File: src/rtl/wb_rr_arbiter_pkg.sv
// Shared definitions for the Wishbone round-robin arbiter: cycle/burst type
// codes, FSM state encoding and an index-width helper.
package wb_rr_arbiter_pkg;

    // Cycle type identifiers (CTI)
    localparam logic [2:0] CTI_CLASSIC = 3'b000;
    localparam logic [2:0] CTI_CONST   = 3'b001;
    localparam logic [2:0] CTI_INCR    = 3'b010;
    localparam logic [2:0] CTI_EOB     = 3'b111;

    // Burst type extensions (BTE)
    localparam logic [1:0] BTE_LINEAR  = 2'b00;
    localparam logic [1:0] BTE_WRAP4   = 2'b01;
    localparam logic [1:0] BTE_WRAP8   = 2'b10;
    localparam logic [1:0] BTE_WRAP16  = 2'b11;

    typedef enum logic {
        ST_IDLE  = 1'b0,
        ST_OWNED = 1'b1
    } arb_state_e;

    // Width of an index into n masters; never narrower than one bit.
    function automatic int idx_width(input int n);
        return (n > 1) ? $clog2(n) : 1;
    endfunction

endpackage

File: src/rtl/wb_rr_arbiter_rr_priority_select.sv
// Round-robin winner selection: the first requester above last_i wins,
// otherwise the lowest requester at or below last_i (wrap-around).
module rr_priority_select
    import wb_rr_arbiter_pkg::*;
#(
    parameter  int NUM_MASTERS = 3,
    localparam int IW          = idx_width(NUM_MASTERS)
) (
    input  logic [NUM_MASTERS-1:0] req_i,
    input  logic [IW-1:0]          last_i,
    output logic [NUM_MASTERS-1:0] win_o,
    output logic [IW-1:0]          win_idx_o
);

    logic          hi_found;
    logic          lo_found;
    logic [IW-1:0] hi_idx;
    logic [IW-1:0] lo_idx;

    // Descending scan so the lowest qualifying index in each half is kept.
    always_comb begin
        hi_found = 1'b0;
        lo_found = 1'b0;
        hi_idx   = '0;
        lo_idx   = '0;
        for (int k = NUM_MASTERS - 1; k >= 0; k--) begin
            if (req_i[k]) begin
                if (IW'(k) > last_i) begin
                    hi_found = 1'b1;
                    hi_idx   = IW'(k);
                end else begin
                    lo_found = 1'b1;
                    lo_idx   = IW'(k);
                end
            end
        end
        win_idx_o = hi_found ? hi_idx : lo_idx;
        win_o     = '0;
        if (hi_found || lo_found) begin
            win_o = {{(NUM_MASTERS-1){1'b0}}, 1'b1} << win_idx_o;
        end
    end

endmodule

File: src/rtl/wb_rr_arbiter.sv
// N-master to 1-slave Wishbone round-robin arbiter with cycle-locked
// ownership and a stalled-strobe watchdog that terminates hung cycles
// with an error to the owner.
//
//   state    | meaning
//   ST_IDLE  | no owner; arbitrate among m_cyc_i, grant on next edge
//   ST_OWNED | grant_q owner drives the slave until it drops m_cyc_i
module wb_rr_arbiter
    import wb_rr_arbiter_pkg::*;
#(
    parameter int NUM_MASTERS = 3,
    parameter int DW          = 32,
    parameter int AW          = 32,
    parameter int TIMEOUT     = 255
) (
    input  logic                        wb_clk,
    input  logic                        wb_rst_n,
    input  logic [NUM_MASTERS*AW-1:0]   m_adr_i,
    input  logic [NUM_MASTERS*DW-1:0]   m_dat_i,
    input  logic [NUM_MASTERS*DW/8-1:0] m_sel_i,
    input  logic [NUM_MASTERS-1:0]      m_we_i,
    input  logic [NUM_MASTERS-1:0]      m_cyc_i,
    input  logic [NUM_MASTERS-1:0]      m_stb_i,
    input  logic [NUM_MASTERS*3-1:0]    m_cti_i,
    input  logic [NUM_MASTERS*2-1:0]    m_bte_i,
    output logic [DW-1:0]               m_dat_o,
    output logic [NUM_MASTERS-1:0]      m_ack_o,
    output logic [NUM_MASTERS-1:0]      m_err_o,
    output logic [NUM_MASTERS-1:0]      m_rty_o,
    output logic [AW-1:0]               s_adr_o,
    output logic [DW-1:0]               s_dat_o,
    output logic [DW/8-1:0]             s_sel_o,
    output logic                        s_we_o,
    output logic                        s_cyc_o,
    output logic                        s_stb_o,
    output logic [2:0]                  s_cti_o,
    output logic [1:0]                  s_bte_o,
    input  logic [DW-1:0]               s_dat_i,
    input  logic                        s_ack_i,
    input  logic                        s_err_i,
    input  logic                        s_rty_i,
    output logic [NUM_MASTERS-1:0]      grant_o,
    output logic                        timeout_o
);

    localparam int IW = idx_width(NUM_MASTERS);
    localparam int SW = DW / 8;
    localparam int CW = (TIMEOUT > 0) ? $clog2(TIMEOUT + 1) : 1;
    localparam bit WD_EN = (TIMEOUT != 0);

    arb_state_e             state_q, state_d;
    logic [NUM_MASTERS-1:0] grant_q, grant_d;
    logic [IW-1:0]          gidx_q, gidx_d;
    logic [IW-1:0]          last_q, last_d;
    logic [CW-1:0]          cnt_q, cnt_d;

    logic [NUM_MASTERS-1:0] win;
    logic [IW-1:0]          win_idx;

    logic                   owned;
    logic                   term;
    logic                   wd_window;
    logic                   fire;
    logic                   sel_cyc;
    logic                   sel_stb;

    rr_priority_select #(
        .NUM_MASTERS (NUM_MASTERS)
    ) u_sel (
        .req_i     (m_cyc_i),
        .last_i    (last_q),
        .win_o     (win),
        .win_idx_o (win_idx)
    );

    assign owned = (state_q == ST_OWNED);
    assign term  = s_ack_i | s_err_i | s_rty_i;

    // The watchdog window only depends on the count, so s_stb_o never
    // depends combinationally on the slave's own response; a termination
    // in the window still wins over the injected error.
    assign wd_window = WD_EN && owned && (cnt_q == CW'(TIMEOUT));
    assign fire      = wd_window && !term;

    // Request/data mux from the owning master onto the slave port.
    always_comb begin
        sel_cyc = 1'b0;
        sel_stb = 1'b0;
        s_adr_o = '0;
        s_dat_o = '0;
        s_sel_o = '0;
        s_we_o  = 1'b0;
        s_cti_o = '0;
        s_bte_o = '0;
        for (int k = 0; k < NUM_MASTERS; k++) begin
            if (gidx_q == IW'(k)) begin
                sel_cyc = m_cyc_i[k];
                sel_stb = m_stb_i[k];
                s_adr_o = m_adr_i[k*AW +: AW];
                s_dat_o = m_dat_i[k*DW +: DW];
                s_sel_o = m_sel_i[k*SW +: SW];
                s_we_o  = m_we_i[k];
                s_cti_o = m_cti_i[k*3 +: 3];
                s_bte_o = m_bte_i[k*2 +: 2];
            end
        end
    end

    assign s_cyc_o   = owned && sel_cyc && !wd_window;
    assign s_stb_o   = owned && sel_cyc && sel_stb && !wd_window;
    assign m_dat_o   = s_dat_i;
    assign m_ack_o   = grant_q & {NUM_MASTERS{s_ack_i}};
    assign m_err_o   = grant_q & {NUM_MASTERS{s_err_i | fire}};
    assign m_rty_o   = grant_q & {NUM_MASTERS{s_rty_i}};
    assign grant_o   = grant_q;
    assign timeout_o = fire;

    // Arbitration FSM and watchdog next-state.
    always_comb begin
        state_d = state_q;
        grant_d = grant_q;
        gidx_d  = gidx_q;
        last_d  = last_q;
        case (state_q)
            ST_IDLE: begin
                if (|m_cyc_i) begin
                    state_d = ST_OWNED;
                    grant_d = win;
                    gidx_d  = win_idx;
                end
            end
            ST_OWNED: begin
                if (!sel_cyc) begin
                    state_d = ST_IDLE;
                    grant_d = '0;
                    last_d  = gidx_q;
                end
            end
            default: begin
                state_d = ST_IDLE;
                grant_d = '0;
            end
        endcase

        cnt_d = cnt_q;
        if (!WD_EN || !owned || term || wd_window) begin
            cnt_d = '0;
        end else if (s_stb_o) begin
            cnt_d = cnt_q + 1'b1;
        end
    end

    // State, grant, rotation pointer and watchdog registers.
    always_ff @(posedge wb_clk or negedge wb_rst_n) begin
        if (!wb_rst_n) begin
            state_q <= ST_IDLE;
            grant_q <= '0;
            gidx_q  <= '0;
            last_q  <= IW'(NUM_MASTERS - 1);
            cnt_q   <= '0;
        end else begin
            state_q <= state_d;
            grant_q <= grant_d;
            gidx_q  <= gidx_d;
            last_q  <= last_d;
            cnt_q   <= cnt_d;
        end
    end

endmodule

File: config.mk
export PLATFORM = sky130hd
export DESIGN_NAME = wb_rr_arbiter
export DESIGN_NICKNAME = d
export VERILOG_FILES = /design/src/rtl/wb_rr_arbiter_pkg.sv /design/src/rtl/wb_rr_arbiter_rr_priority_select.sv /design/src/rtl/wb_rr_arbiter.sv
export SDC_FILE = /design/constraint.sdc
export NUM_CORES = 1
export LEC_CHECK = 0
export ABC_AREA = 1
export CORE_AREA = 2 2 151 153
export DETAILED_ROUTE_END_ITERATION = 12
export DIE_AREA = 0 0 153 155
export PLACE_DENSITY = 0.51
export SLEW_MARGIN = 0
export SYNTH_ARGS = -nofsm -noshare
export SYNTH_HDL_FRONTEND = slang
export SYNTH_SLANG_ARGS = --single-unit
File: constraint.sdc
create_clock -name wb_clk -period 1.5 [get_ports wb_clk]
set_input_delay 0.3 -clock wb_clk [delete_from_list [all_inputs] [get_ports wb_clk]]
set_output_delay 0.3 -clock wb_clk [all_outputs]
set_load 0.005 [all_outputs]
==> Flow_metrics.wiki, run 1 <==
{| class="wikitable"
! Metric !! Value
|-
| VDD IR max || 0.547 mV
|-
| Setup slack after layout || -0.445 ns
|-
| Max Clk Rate || 0.514 GHz
|-
| Number of rows created at floorplan || 55
|-
| Number of enable flip-flop cells after synthesis || 0
|-
| Proportion of register bits with asynchronous set or reset after synthesis || 1.00
|-
| Most common cell type on the critical path || buf_6
|-
| Ratio of routed vias to standard cells || 4.07
|-
| Cells along the critical path || buf_6 > nor2_4 > buf_6 > buf_6 > buf_6 > nand2_2 > nand3_2 > buf_6
|-
| Iteration-0 DRC count of the detailed router || 212
|-
| Slowest cell on the critical path || dfrtp_2
|-
| Residual DRC || 0
|-
| Setup repair after global routing missed its margin || true
|-
| TritonCTS Buffers || 3
|-
| Vertical die dimension || 155 um
|-
| Storage cell area || 404 sq um
|-
| First-pass GRT wire length || 28900 um
|-
| Synth Flop Type || dfrtp_1
|-
| CTS sink cnt || 16
|-
| Transition time at the pin with the least slew margin || 0.226 ns
|-
| Setup TNS after final layout || -29.91 ns
|-
| Summed instance area of the synthesized netlist || 2650 sq um
|-
| Headroom to the max-slew limit || 0.849
|-
| Req. time, crit path || 1.20 ns
|-
| Final Setup Violations || 88
|-
| CTS tree || built
|-
| Outcome || complete, but fails checks
|-
| Total I/O pin count || 386
|-
| Yosys warnings || 0
|-
| Antenna violations before repair || 2
|-
| Startpoint type of the worst setup path || flop
|-
| Post-route worst hold slack || 0.369 ns
|-
| Placed cell count || 1122
|-
| Leakage power total || 4.15 nW
|-
| Minimum clock period || 1.94 ns
|-
| Maximum number of pins on one net before global-route repair || 40
|-
| Largest fanout on the critical path || 5
|-
| Worst setup slack before clock tree synthesis || -0.674 ns
|-
| Violations in the final reports || setup timing
|-
| Synthesized area per cell || 5.14 sq um
|-
| Yosys top cell area share || 0.378
|-
| Arr. time, crit path || 1.64 ns
|-
| Post-synthesis net count || 782
|-
| Cells taking the most area after synthesis || nand2_1, nand3_1, dfrtp_1, buf_4, buf_2
|-
| Tightest Hold Check Type || input port to asynchronous set/reset pin
|-
| Pins Over Slew Limit || 0
|-
| Slowest Stage Delay on Critical Path || 0.44 ns
|-
| Routed wirelength normalized by instance count || 18.7 um
|-
| Area inside the core boundary || 22200 sq um
|-
| Total vias in the final route || 4866
|-
| Overall routing resource usage || 0.159
|-
| Biggest area consumer among synthesized cells || nand2_1
|-
| Kind of end point of the critical path || output port
|-
| Total power consumption of the routed design || 0.0136 W
|-
| Die width || 153 um
|-
| Clock input transition at the sequential cells of the worst setup and hold paths || 0.05 ns
|-
| Drt first pass iters || 4
|-
| Sequential area share after synthesis || 0.151
|-
| Startpoint of the most critical register-to-register path || gidx_q[0]$_DFFE_PN0P_
|-
| Number of max-cap violations || 0
|-
| Number of H-tree levels || 1
|-
| Via count of the first global-routing pass || 4652
|-
| Multi-input gate area in the final layout || 2750 sq um
|-
| Netlist cell types || 26
|-
| Final instance count without filler cells || 1196
|-
| Port bufs || 321
|-
| CTS root buf || clkbuf_16
|-
| Layout overhead on the synthesized area || 216%
|-
| Total power density per cell area || 1620 nW/um^2
|-
| Post-route ant nets || 0
|-
| Hold violation total from the final report || 0
|-
| Initial standard-cell utilization of the core || 0.119
|-
| Routed wire length || 22300 um
|-
| Cell count after synthesis || 516
|-
| Top cell family by delay on the critical path || buffers and inverters
|-
| Maximum buffer depth of the clock tree || 2
|-
| Clock insertion delay at the later pin of the skew report || 0.25 ns
|-
| Leftover overflow at the end of global routing || 0
|-
| Type of the setup path with the least slack || flop to output port
|-
| Flops & latches, synth || 16
|-
| Worst clock skew || 0.00305 ns
|-
| Fraction of final layout cells sized beyond drive strength 1 || 0.456
|-
| Die Outline Area || 23700 sq um
|-
| Count of filler cells inserted in the layout || 2316
|-
| Fin crit share || 1.30
|-
| RePlAce Congestion || 0.783
|-
| Buffers & Inverters on Critical Path || 5
|-
| Final HPWL from detailed placement || 15500 um
|-
| Timing startpoint of the critical path || gidx_q[1]$_DFFE_PN0P_
|-
| Layout Nets || 1177
|}
cells by family after synthesis:
| group | count (synthesis) | share of synthesized area |
|---|---|---|
| flops | 16 | 0.151 |
| xor+xnor | 2 | 0.00660 |
| buf+inv | 88 | 0.183 |
| fa+ha+maj | 1 | 0.00471 |
| compound gates | 11 | 0.0236 |
| simple gates | 398 | 0.631 |
cell usage after synthesis (2+ instances only):
library cell	count
nand2_1	267
nand3_1	93
buf_4	32
inv_1	26
buf_2	22
nor2_1	20
dfrtp_1	15
nand4_1	8
inv_2	4
nor2_2	4
o21ai_1	4
clkbuf_1	3
a21oi_1	2
nand2_2	2
o21ai_0	2
xor2_1	2
registers in the layout, indices dropped and copies added, names as in the netlist:
signal / flops
gidx_q: 2
owned: 1
last_q: 2
grant_o: 3
cnt_q: 8
routing by layer:
layer | up-vias | track usage | routed length (um)
li1 | 2390 | - | -
met1 | 2225 | 0.199 | 9070
met2 | 224 | 0.265 | 10700
met3 | 23 | 0.0610 | 2070
met4 | 4 | 0.0265 | 506
met5 | - | 0 | 27
where the power goes:
group / internal [W] / switching [W]
Sequential: 0.000540 / 0.000105
Clock: 0.000406 / 0.000183
Combinational: 0.00675 / 0.00560
placed cells by master, fill, tap and decap left out, drive strengths merged:
cell type	n
clkdlybuf4s50	232
nor2	25
o21ai	7
nand4	9
dlymetal6s2s	1
buf	194
ha	1
nand2	269
diode	1
dfstp	1
xor2	2
o22ai	1
a21oi	2
clkbuf	17
nor3	1
nand3	94
dfrtp	15
o211ai	1
dlygate4sd2	8
inv	30
per-stage QoR:
stage / util / area, sq um
2_1_floorplan: - / 2650
3_3_place_gp: 0.288 / 6410
3_5_place_dp: 0.288 / 6410
4_1_cts: 0.319 / 7090
5_1_grt: 0.377 / 8390
6_report: 0.378 / 8390
cell type report:
cell class,instances,share of cell area
clock buffers,4,0.0106
diodes,1,0.000298
flip-flops and latches,16,0.0482
multi-input cells,412,0.328
well taps,285,0.0425
repair buffers,448,0.557
inverters,30,0.0134
path summary, 6_finish.rpt:
check	depth (start not counted)	endpoint	slack [ns]
min	2	cnt_q[1]$_DFFE_PN0P_	0.37
max	8	s_adr_o[12]	-0.44
min reg2reg	2	last_q[1]$_DFFE_PN1P_	0.49
min in group wb_clk	2	last_q[1]$_DFFE_PN1P_	0.49
max reg2reg	11	cnt_q[1]$_DFFE_PN0P_	-0.08
max in group asynchronous	2	last_q[1]$_DFFE_PN1P_	0.87
timing repair:
item	CTS	global route
hold endpoints to repair	0	0
hold buffers	0	0
cloned	6	13
setup endpoints to repair	99	94
buffers inserted	26	36
gates resized for setup	372	305
pin swaps	19	66
(Power assumes the default switching activity.)
==> run 2, diff against run 1 <==
- CAP_MARGIN: unset -> 20
- CORE_AREA: 2 2 151 153 -> 2 2 149 151
- CTS_CLUSTER_DIAMETER: unset -> 30
- DIE_AREA: 0 0 153 155 -> 0 0 151 153
- PLACE_DENSITY: 0.51 -> 0.5
- clock period: 1.5 -> 2.2 ns (I/O delays scaled with it)
==> run 2 against run 1 <==
Against the previous run:
- register-to-register slack improved by 0.59 ns
- highest routed layer is now met4
- die area decreased by 2.6%
- critical path depth unchanged
- critical path type unchanged
- the flow now finishes without violations
- sequential power is 31% lower
==> Flow_metrics.wiki, run 2 (synthesis gave the netlist of run 1 again) <==
{| class="wikitable"
! Metric !! Value
|-
| Count of filler cells inserted in the layout || 2374 (was 2316)
|-
| Type of the setup path with the least slack || flop to output port (unchanged)
|-
| Routed wire length || 18800 um (was 22300 um)
|-
| Transition time at the pin with the least slew margin || 0.278 ns (was 0.226 ns)
|-
| Clock input transition at the sequential cells of the worst setup and hold paths || 0.05 ns (about the same)
|-
| Layout overhead on the synthesized area || 158% (was 216%)
|-
| Setup repair after global routing missed its margin || true (unchanged)
|-
| Total I/O pin count || 386 (unchanged)
|-
| Leakage power total || 3.27 nW (was 4.15 nW)
|-
| Req. time, crit path || 1.76 ns (was 1.20 ns)
|-
| Tightest Hold Check Type || flop to flop (was input port to asynchronous set/reset pin)
|-
| Top library cells by usage in the layout, fill and taps aside || nand2_1, clkdlybuf4s50_1, nand3_1 (was clkdlybuf4s50_1, nand2_1, buf_6)
|-
| Die Outline Area || 23100 sq um (was 23700 sq um)
|-
| Post-route ant nets || 0 (unchanged)
|-
| Maximum buffer depth of the clock tree || 2 (unchanged)
|-
| Headroom to the max-slew limit || 0.815 (was 0.849)
|-
| Number of buffers inserted for hold repair after clock tree synthesis || 0 (unchanged)
|-
| Worst clock skew || 0.00297 ns (was 0.00305 ns)
|-
| Minimum clock period || 2.16 ns
|-
| Fin crit share || 0.984
|-
| Number of diodes added for antenna fixing || 0 (was 1)
|-
| Design area || 6850 sq um (was 8390 sq um)
|-
| Die width || 151 um (was 153 um)
|-
| Leftover overflow at the end of global routing || 0 (unchanged)
|-
| Register with the most flip-flops || cnt_q (unchanged)
|-
| Vertical die dimension || 153 um (was 155 um)
|-
| Initial standard-cell utilization of the core || 0.124 (was 0.119)
|-
| Placed cell count || 1101 (was 1122)
|-
| Number of rows created at floorplan || 54 (was 55)
|-
| Final Setup Violations || 0 (was 88)
|-
| Final instance count without filler cells || 1154 (was 1196)
|-
| Max Clk Rate || 0.462 GHz
|-
| Outcome || completed (was complete, but fails checks)
|-
| Largest register FFs || 8 (unchanged)
|-
| Startpoint type of the worst setup path || flop (unchanged)
|-
| Iteration-0 DRC count of the detailed router || 132 (was 212)
|-
| Antenna violations before repair || 0 (was 2)
|-
| Area inside the core boundary || 21500 sq um (was 22200 sq um)
|-
| Multi-input gate area in the final layout || 1840 sq um (was 2750 sq um)
|-
| First-pass GRT wire length || 26400 um (was 28900 um)
|-
| Pins Over Slew Limit || 0 (unchanged)
|-
| Reg-to-reg slack, setup || 0.51 ns (was -0.08 ns)
|-
| Storage cell area || 404 sq um (unchanged)
|-
| RePlAce Congestion || 0.861 (was 0.783)
|-
| Overall routing resource usage || 0.149 (was 0.159)
|-
| Drt first pass iters || 4 (unchanged)
|-
| Residual DRC || 0 (unchanged)
|-
| Layout Nets || 1141 (was 1177)
|-
| Number of max-cap violations || 0 (unchanged)
|-
| Via count of the first global-routing pass || 4473 (was 4652)
|-
| Number of H-tree levels || 1 (unchanged)
|-
| Hold-critical path depth || 2
|-
| Final HPWL from detailed placement || 14600 um (was 15500 um)
|-
| Clock insertion delay at the later pin of the skew report || 0.25 ns (about the same)
|-
| Hold violation total from the final report || 0 (unchanged)
|-
| TritonCTS Buffers || 3 (unchanged)
|-
| Kind of end point of the critical path || output port (unchanged)
|-
| Total vias in the final route || 4532 (was 4866)
|-
| Maximum number of pins on one net before global-route repair || 19 (was 40)
|-
| Post-route worst hold slack || 0.497 ns (was 0.369 ns)
|-
| VDD IR max || 0.399 mV (was 0.547 mV)
|-
| Commonest non-fill, non-tap cell in the layout || nand2_1 (was clkdlybuf4s50_1)
|-
| Final design utilization || 0.319 (was 0.378)
|-
| CTS sink cnt || 16 (unchanged)
|-
| CTS tree || built (unchanged)
|-
| CTS root buf || clkbuf_16 (unchanged)
|-
| Instance area after placement || 6290 sq um (was 6410 sq um)
|-
| Largest fanout on the critical path || 5 (unchanged)
|-
| Arr. time, crit path || 1.72 ns (was 1.64 ns)
|-
| Port bufs || 321 (unchanged)
|-
| Ratio of routed vias to standard cells || 3.93 (was 4.07)
|-
| Routed wirelength normalized by instance count || 16.3 um (was 18.7 um)
|-
| Fraction of final layout cells sized beyond drive strength 1 || 0.189 (was 0.456)
|-
| Register-to-Register Path Depth || 11 (unchanged)
|-
| Total power density per cell area || 965 nW/um^2 (was 1620 nW/um^2)
|}
## run 2: cell count changes in the layout (fill, tap and decap cells not counted), sizes merged
cell           delta
dlygate4sd2      +29
bufbuf            +1
clkbuf           +14
buf              -95
clkdlybuf4s15     +9
clkdlybuf4s50     +6
diode             -1
## run 2: critical path, stage by stage (launching register included)
cell	delay (ns)
dfrtp_2	0.45
inv_2	0.09
nor2_4	0.06
buf_12	0.12
buf_12	0.13
buf_4	0.13
nand2_1	0.08
nand3_1	0.13
dlygate4sd2_1	0.29
## run 2: power by group
group	internal [W]	leakage [nW]	switching (W)
registers	0.000368	0.208	0.0000765
clock network	0.000276	0.0442	0.000123
logic	0.00310	3.01	0.00267
total	0.00374	3.27	0.00287
## run 2: timing repair
item	in CTS	in global routing
endpoints found under the setup margin	80	52
setup buffers	34	9
pin swaps	8	8
hold endpoints to repair	0	0
gates resized for setup	145	76
cloned	4	3
## run 2: layer usage
| layer | global-route usage | wire length, um | part of all wire |
|---|---|---|---|
| met5 | 0 | 0 | 0 |
| met3 | 0.0576 | 2210 | 0.12 |
| met4 | 0.0196 | 232 | 0.012 |
| met2 | 0.253 | 8750 | 0.47 |
| met1 | 0.183 | 7580 | 0.40 |
## run 2: layout make-up
type / instances / share of cell area
Clock buffer: 4 / 0.0130
Inverter: 30 / 0.0164
Multi-Input combinational cell: 412 / 0.268
Sequential cell: 16 / 0.0590
Tap cell: 280 / 0.0511
Timing Repair Buffer: 412 / 0.593
## run 2: path summary, 6_finish.rpt
path,startpoint,endpoint
max,gidx_q[0]$_DFFE_PN0P_,s_dat_o[6]
min reg2reg,last_q[0]$_DFFE_PN0P_,last_q[0]$_DFFE_PN0P_
min,last_q[0]$_DFFE_PN0P_,last_q[0]$_DFFE_PN0P_
max reg2reg,cnt_q[0]$_DFFE_PN0P_,cnt_q[4]$_DFFE_PN0P_
max in group asynchronous,wb_rst_n,last_q[1]$_DFFE_PN1P_
min in group asynchronous,wb_rst_n,cnt_q[1]$_DFFE_PN0P_
## run 2: through the flow
step / total power [W] / setup WS, ns / setup TNS (ns)
after floorplan: 0.00232 / 0.597 / 0
after global placement: 0.00580 / -0.171 / -1.31
after detailed placement: 0.00574 / -0.198 / -1.89
after CTS: 0.00652 / -0.0210 / -0.0210
after global routing: 0.00721 / -0.0223 / -0.0593
final: 0.00662 / 0.0358 / 0
==> run 3, diff against run 2 <==
- ABC_AREA: 1 -> unset
- CORE_AREA: 2 2 149 151 -> 2 2 152 154
- DIE_AREA: 0 0 151 153 -> 0 0 154 156
- PLACE_DENSITY: 0.5 -> 0.49
==> run 3 against run 2 <==
Against the previous run:
- largest power group unchanged
- die area up 4.0%
- largest cell class unchanged
- non-clock buffer count down 28
- design area down 7.1%
- clock power down 10%
- global-route usage down 2.3 points
- hold slack better by 0.019 ns
- clock-buffer cell count unchanged
- core utilization down 3.4 points
- setup slack better by 0.0071 ns
==> Flow_metrics.wiki, run 3 <==
{| class="wikitable"
! Metric !! Value
|-
| Setup repair after global routing missed its margin || true (unchanged)
|-
| Fin crit share || 0.981 (was 0.984)
|-
| Startpoint type of the worst setup path || flop (unchanged)
|-
| Max Clk Rate || 0.464 GHz (was 0.462 GHz)
|-
| Flops & latches, synth || 16 (unchanged)
|-
| Area inside the core boundary || 22400 sq um (was 21500 sq um)
|-
| Leakage power total || 2.69 nW (was 3.27 nW)
|-
| Slowest Stage Delay on Critical Path || 0.36 ns (was 0.45 ns)
|-
| Instance area after placement || 6320 sq um (was 6290 sq um)
|-
| Post-route ant nets || 0 (unchanged)
|-
| Overall routing resource usage || 0.126 (was 0.149)
|-
| Minimum clock period || 2.16 ns (about the same)
|-
| Cells taking the most area after synthesis || mux2i_1, o21ai_0, dfrtp_1, nand2_1, buf_4 (was nand2_1, nand3_1, dfrtp_1, buf_4, buf_2)
|-
| Total power consumption of the routed design || 0.00580 W (was 0.00662 W)
|-
| Slowest cell on the critical path || dfrtp_1 (was dfrtp_2)
|-
| Port bufs || 321 (unchanged)
|-
| Commonest non-fill, non-tap cell in the layout || clkdlybuf4s50_1 (was nand2_1)
|-
| Synth cell count leaders || nand2_1, o21ai_0, mux2i_1 (was nand2_1, nand3_1, buf_4)
|-
| CTS sink cnt || 16 (unchanged)
|-
| Final design utilization || 0.285 (was 0.319)
|-
| Final HPWL from detailed placement || 13200 um (was 14600 um)
|-
| Maximum buffer depth of the clock tree || 2 (unchanged)
|-
| Number of rows created at floorplan || 55 (was 54)
|-
| Simple-gate area share of the yosys netlist || 0.204 (was 0.631)
|-
| Worst clock skew || 0.00411 ns (was 0.00297 ns)
|-
| Die Outline Area || 24000 sq um (was 23100 sq um)
|-
| Register with the most flip-flops || cnt_q (unchanged)
|-
| Cells along the critical path || ha_2 > and2_4 > nand4_1 > nor4_2 > nor2_1 > buf_4 > nor2b_1 > buf_2 (was inv_2 > nor2_4 > buf_12 > buf_12 > buf_4 > nand2_1 > nand3_1 > dlygate4sd2_1)
|-
| Hold violation total from the final report || 0 (unchanged)
|-
| Antenna violations before repair || 0 (unchanged)
|-
| Transition time at the pin with the least slew margin || 0.379 ns (was 0.278 ns)
|-
| Layout overhead on the synthesized area || 136% (was 158%)
|-
| Post-synthesis net count || 642 (was 782)
|-
| Timing startpoint of the critical path || cnt_q[1]$_DFFE_PN0P_ (was gidx_q[0]$_DFFE_PN0P_)
|-
| Leftover overflow at the end of global routing || 0 (unchanged)
|-
| Proportion of register bits with asynchronous set or reset after synthesis || 1.00 (unchanged)
|-
| CTS root buf || clkbuf_16 (unchanged)
|-
| Design area || 6370 sq um (was 6850 sq um)
|-
| Biggest area consumer among synthesized cells || mux2i_1 (was nand2_1)
|-
| Placed cell count || 967 (was 1101)
|-
| TritonCTS Buffers || 3 (unchanged)
|-
| Number of buffers inserted for hold repair after clock tree synthesis || 0 (unchanged)
|-
| VDD IR max || 0.365 mV (was 0.399 mV)
|-
| RePlAce Congestion || 0.760 (was 0.861)
|-
| Arr. time, crit path || 1.72 ns (about the same)
|-
| Largest fanout on the critical path || 3 (was 5)
|-
| Startpoint of the most critical register-to-register path || gidx_q[0]$_DFFE_PN0P_ (was cnt_q[0]$_DFFE_PN0P_)
|-
| Number of enable flip-flop cells after synthesis || 0 (unchanged)
|-
| Die width || 154 um (was 151 um)
|-
| Cell count after synthesis || 376 (was 516)
|-
| Total I/O pin count || 386 (unchanged)
|-
| Req. time, crit path || 1.76 ns (about the same)
|-
| Routed wire length || 16600 um (was 18800 um)
|-
| Yosys top cell area share || 0.286 (was 0.378)
|-
| Pins Over Slew Limit || 0 (unchanged)
|-
| Synthesized area per cell || 7.18 sq um (was 5.14 sq um)
|-
| Synth Flop Type || dfrtp_1 (unchanged)
|-
| Outcome || completed (unchanged)
|-
| Number of diodes added for antenna fixing || 0 (unchanged)
|-
| Number of max-cap violations || 0 (unchanged)
|-
| Ratio of routed vias to standard cells || 3.90 (was 3.93)
|-
| Largest register FFs || 8 (unchanged)
|-
| Clock input transition at the sequential cells of the worst setup and hold paths || 0.05 ns (about the same)
|-
| Maximum number of pins on one net before global-route repair || 52 (was 19)
|-
| Number of H-tree levels || 1 (unchanged)
|-
| Top library cells by usage in the layout, fill and taps aside || clkdlybuf4s50_1, nand2_1, mux2i_1 (was nand2_1, clkdlybuf4s50_1, nand3_1)
|-
| Layout Nets || 973 (was 1141)
|-
| Residual DRC || 0 (unchanged)
|-
| Total power density per cell area || 912 nW/um^2 (was 965 nW/um^2)
|-
| Fraction of final layout cells sized beyond drive strength 1 || 0.221 (was 0.189)
|-
| Via count of the first global-routing pass || 3863 (was 4473)
|-
| Tightest Hold Check Type || input port to asynchronous set/reset pin (was flop to flop)
|-
| Vertical die dimension || 156 um (was 153 um)
|-
| Iteration-0 DRC count of the detailed router || 216 (was 132)
|-
| Drt first pass iters || 4 (unchanged)
|-
| Routed wirelength normalized by instance count || 16.8 um (was 16.3 um)
|-
| Headroom to the max-slew limit || 0.745 (was 0.815)
|-
| Buffers & Inverters on Critical Path || 2 (was 5)
|-
| Portion of netlist area occupied by mux cells || 0.294 (was 0)
|-
| Total vias in the final route || 3867 (was 4532)
|-
| Final Setup Violations || 0 (unchanged)
|-
| Kind of end point of the critical path || output port (unchanged)
|-
| Most frequent cell after synthesis || nand2_1 (unchanged)
|-
| Dominant combinational cell family by area after synthesis || multiplexers (was simple AND/OR/NAND/NOR gates)
|-
| Xor/xnor cell area share of the yosys netlist || 0.0162 (was 0.00660)
|-
| Initial standard-cell utilization of the core || 0.121 (was 0.124)
|-
| First-pass GRT wire length || 23500 um (was 26400 um)
|-
| Sequential area share after synthesis || 0.149 (was 0.151)
|-
| Summed instance area of the synthesized netlist || 2700 sq um (was 2650 sq um)
|-
| Post-route worst hold slack || 0.516 ns (was 0.497 ns)
|-
| Area share of fa/ha/maj cells after synthesis || 0.00464 (was 0.00471)
|-
| Clock insertion delay at the later pin of the skew report || 0.25 ns (about the same)
|-
| Top cell family by delay on the critical path || simple AND/OR/NAND/NOR gates (was buffers and inverters)
|-
| Complex-gate fraction of the synthesized area || 0.196 (was 0.0236)
|-
| CTS tree || built (unchanged)
|-
| Yosys warnings || 0 (unchanged)
|-
| Netlist cell types || 33 (was 26)
|-
| Type of the setup path with the least slack || flop to output port (unchanged)
|-
| Final instance count without filler cells || 991 (was 1154)
|}
## run 3: layer usage
metal / vias to the layer above / share of wire / wire [um] / GRT usage
met4: 0 / 0.012 / 193 / 0.0196
met1: 1748 / 0.41 / 6880 / 0.155
met2: 153 / 0.50 / 8260 / 0.223
met5: - / 0 / 0 / 0
li1: 1944 / - / - / -
met3: 22 / 0.078 / 1290 / 0.0336
## run 3: final timing paths
path	to	cells after the start	slack, ns
hold reg to reg	grant_o[1]$_DFFE_PN0P_	2	0.54
hold / removal	cnt_q[1]$_DFFE_PN0P_	2	0.52
max in group asynchronous	last_q[1]$_DFFE_PN1P_	2	1.43
setup reg to reg	cnt_q[5]$_DFFE_PN0P_	8	0.20
setup / recovery	m_err_o[1]	8	0.04
min in group wb_clk	grant_o[1]$_DFFE_PN0P_	2	0.54
## run 3: stage by stage
stage	setup WS [ns]	setup TNS [ns]
after CTS	-0.0889	-0.286
final	0.0429	0
after global routing	-0.107	-0.337
after detailed placement	-0.311	-2.58
after global placement	-0.318	-2.82
after floorplan	0.311	0
## run 3: cell type report
cell class	count	area, sq um
sequential	16	407
timing repair buffer	384	3530
multi-input combinational	298	1970
inverter	4	15.0
clock buffer	4	78.8
fill	2462	16000
tap	285	357
## run 3: kinds of logic after synthesis
group | Yosys count
DFF | 16
and+or+nand+nor | 122
buffers and inverters | 62
muxes | 79
xor gates and xnor gates | 5
adders and majority gates | 1
AOI/OAI and AO/OA | 91
## run 3: what timing repair did
action | 4_1_cts | 5_1_grt
gates cloned | 2 | 1
resized for setup | 231 | 80
pin swaps | 8 | 4
setup endpoints to repair | 80 | 55
buffers inserted | 13 | 7
endpoints found under the hold margin | 0 | 0
## run 3: where the power goes
group | total, W | leakage [nW] | switching, W | internal (W)
Clock | 0.000358 | 0.0382 | 0.000113 | 0.000246
Sequential | 0.000469 | 0.208 | 0.0000917 | 0.000378
Combinational | 0.00498 | 2.45 | 0.00231 | 0.00266
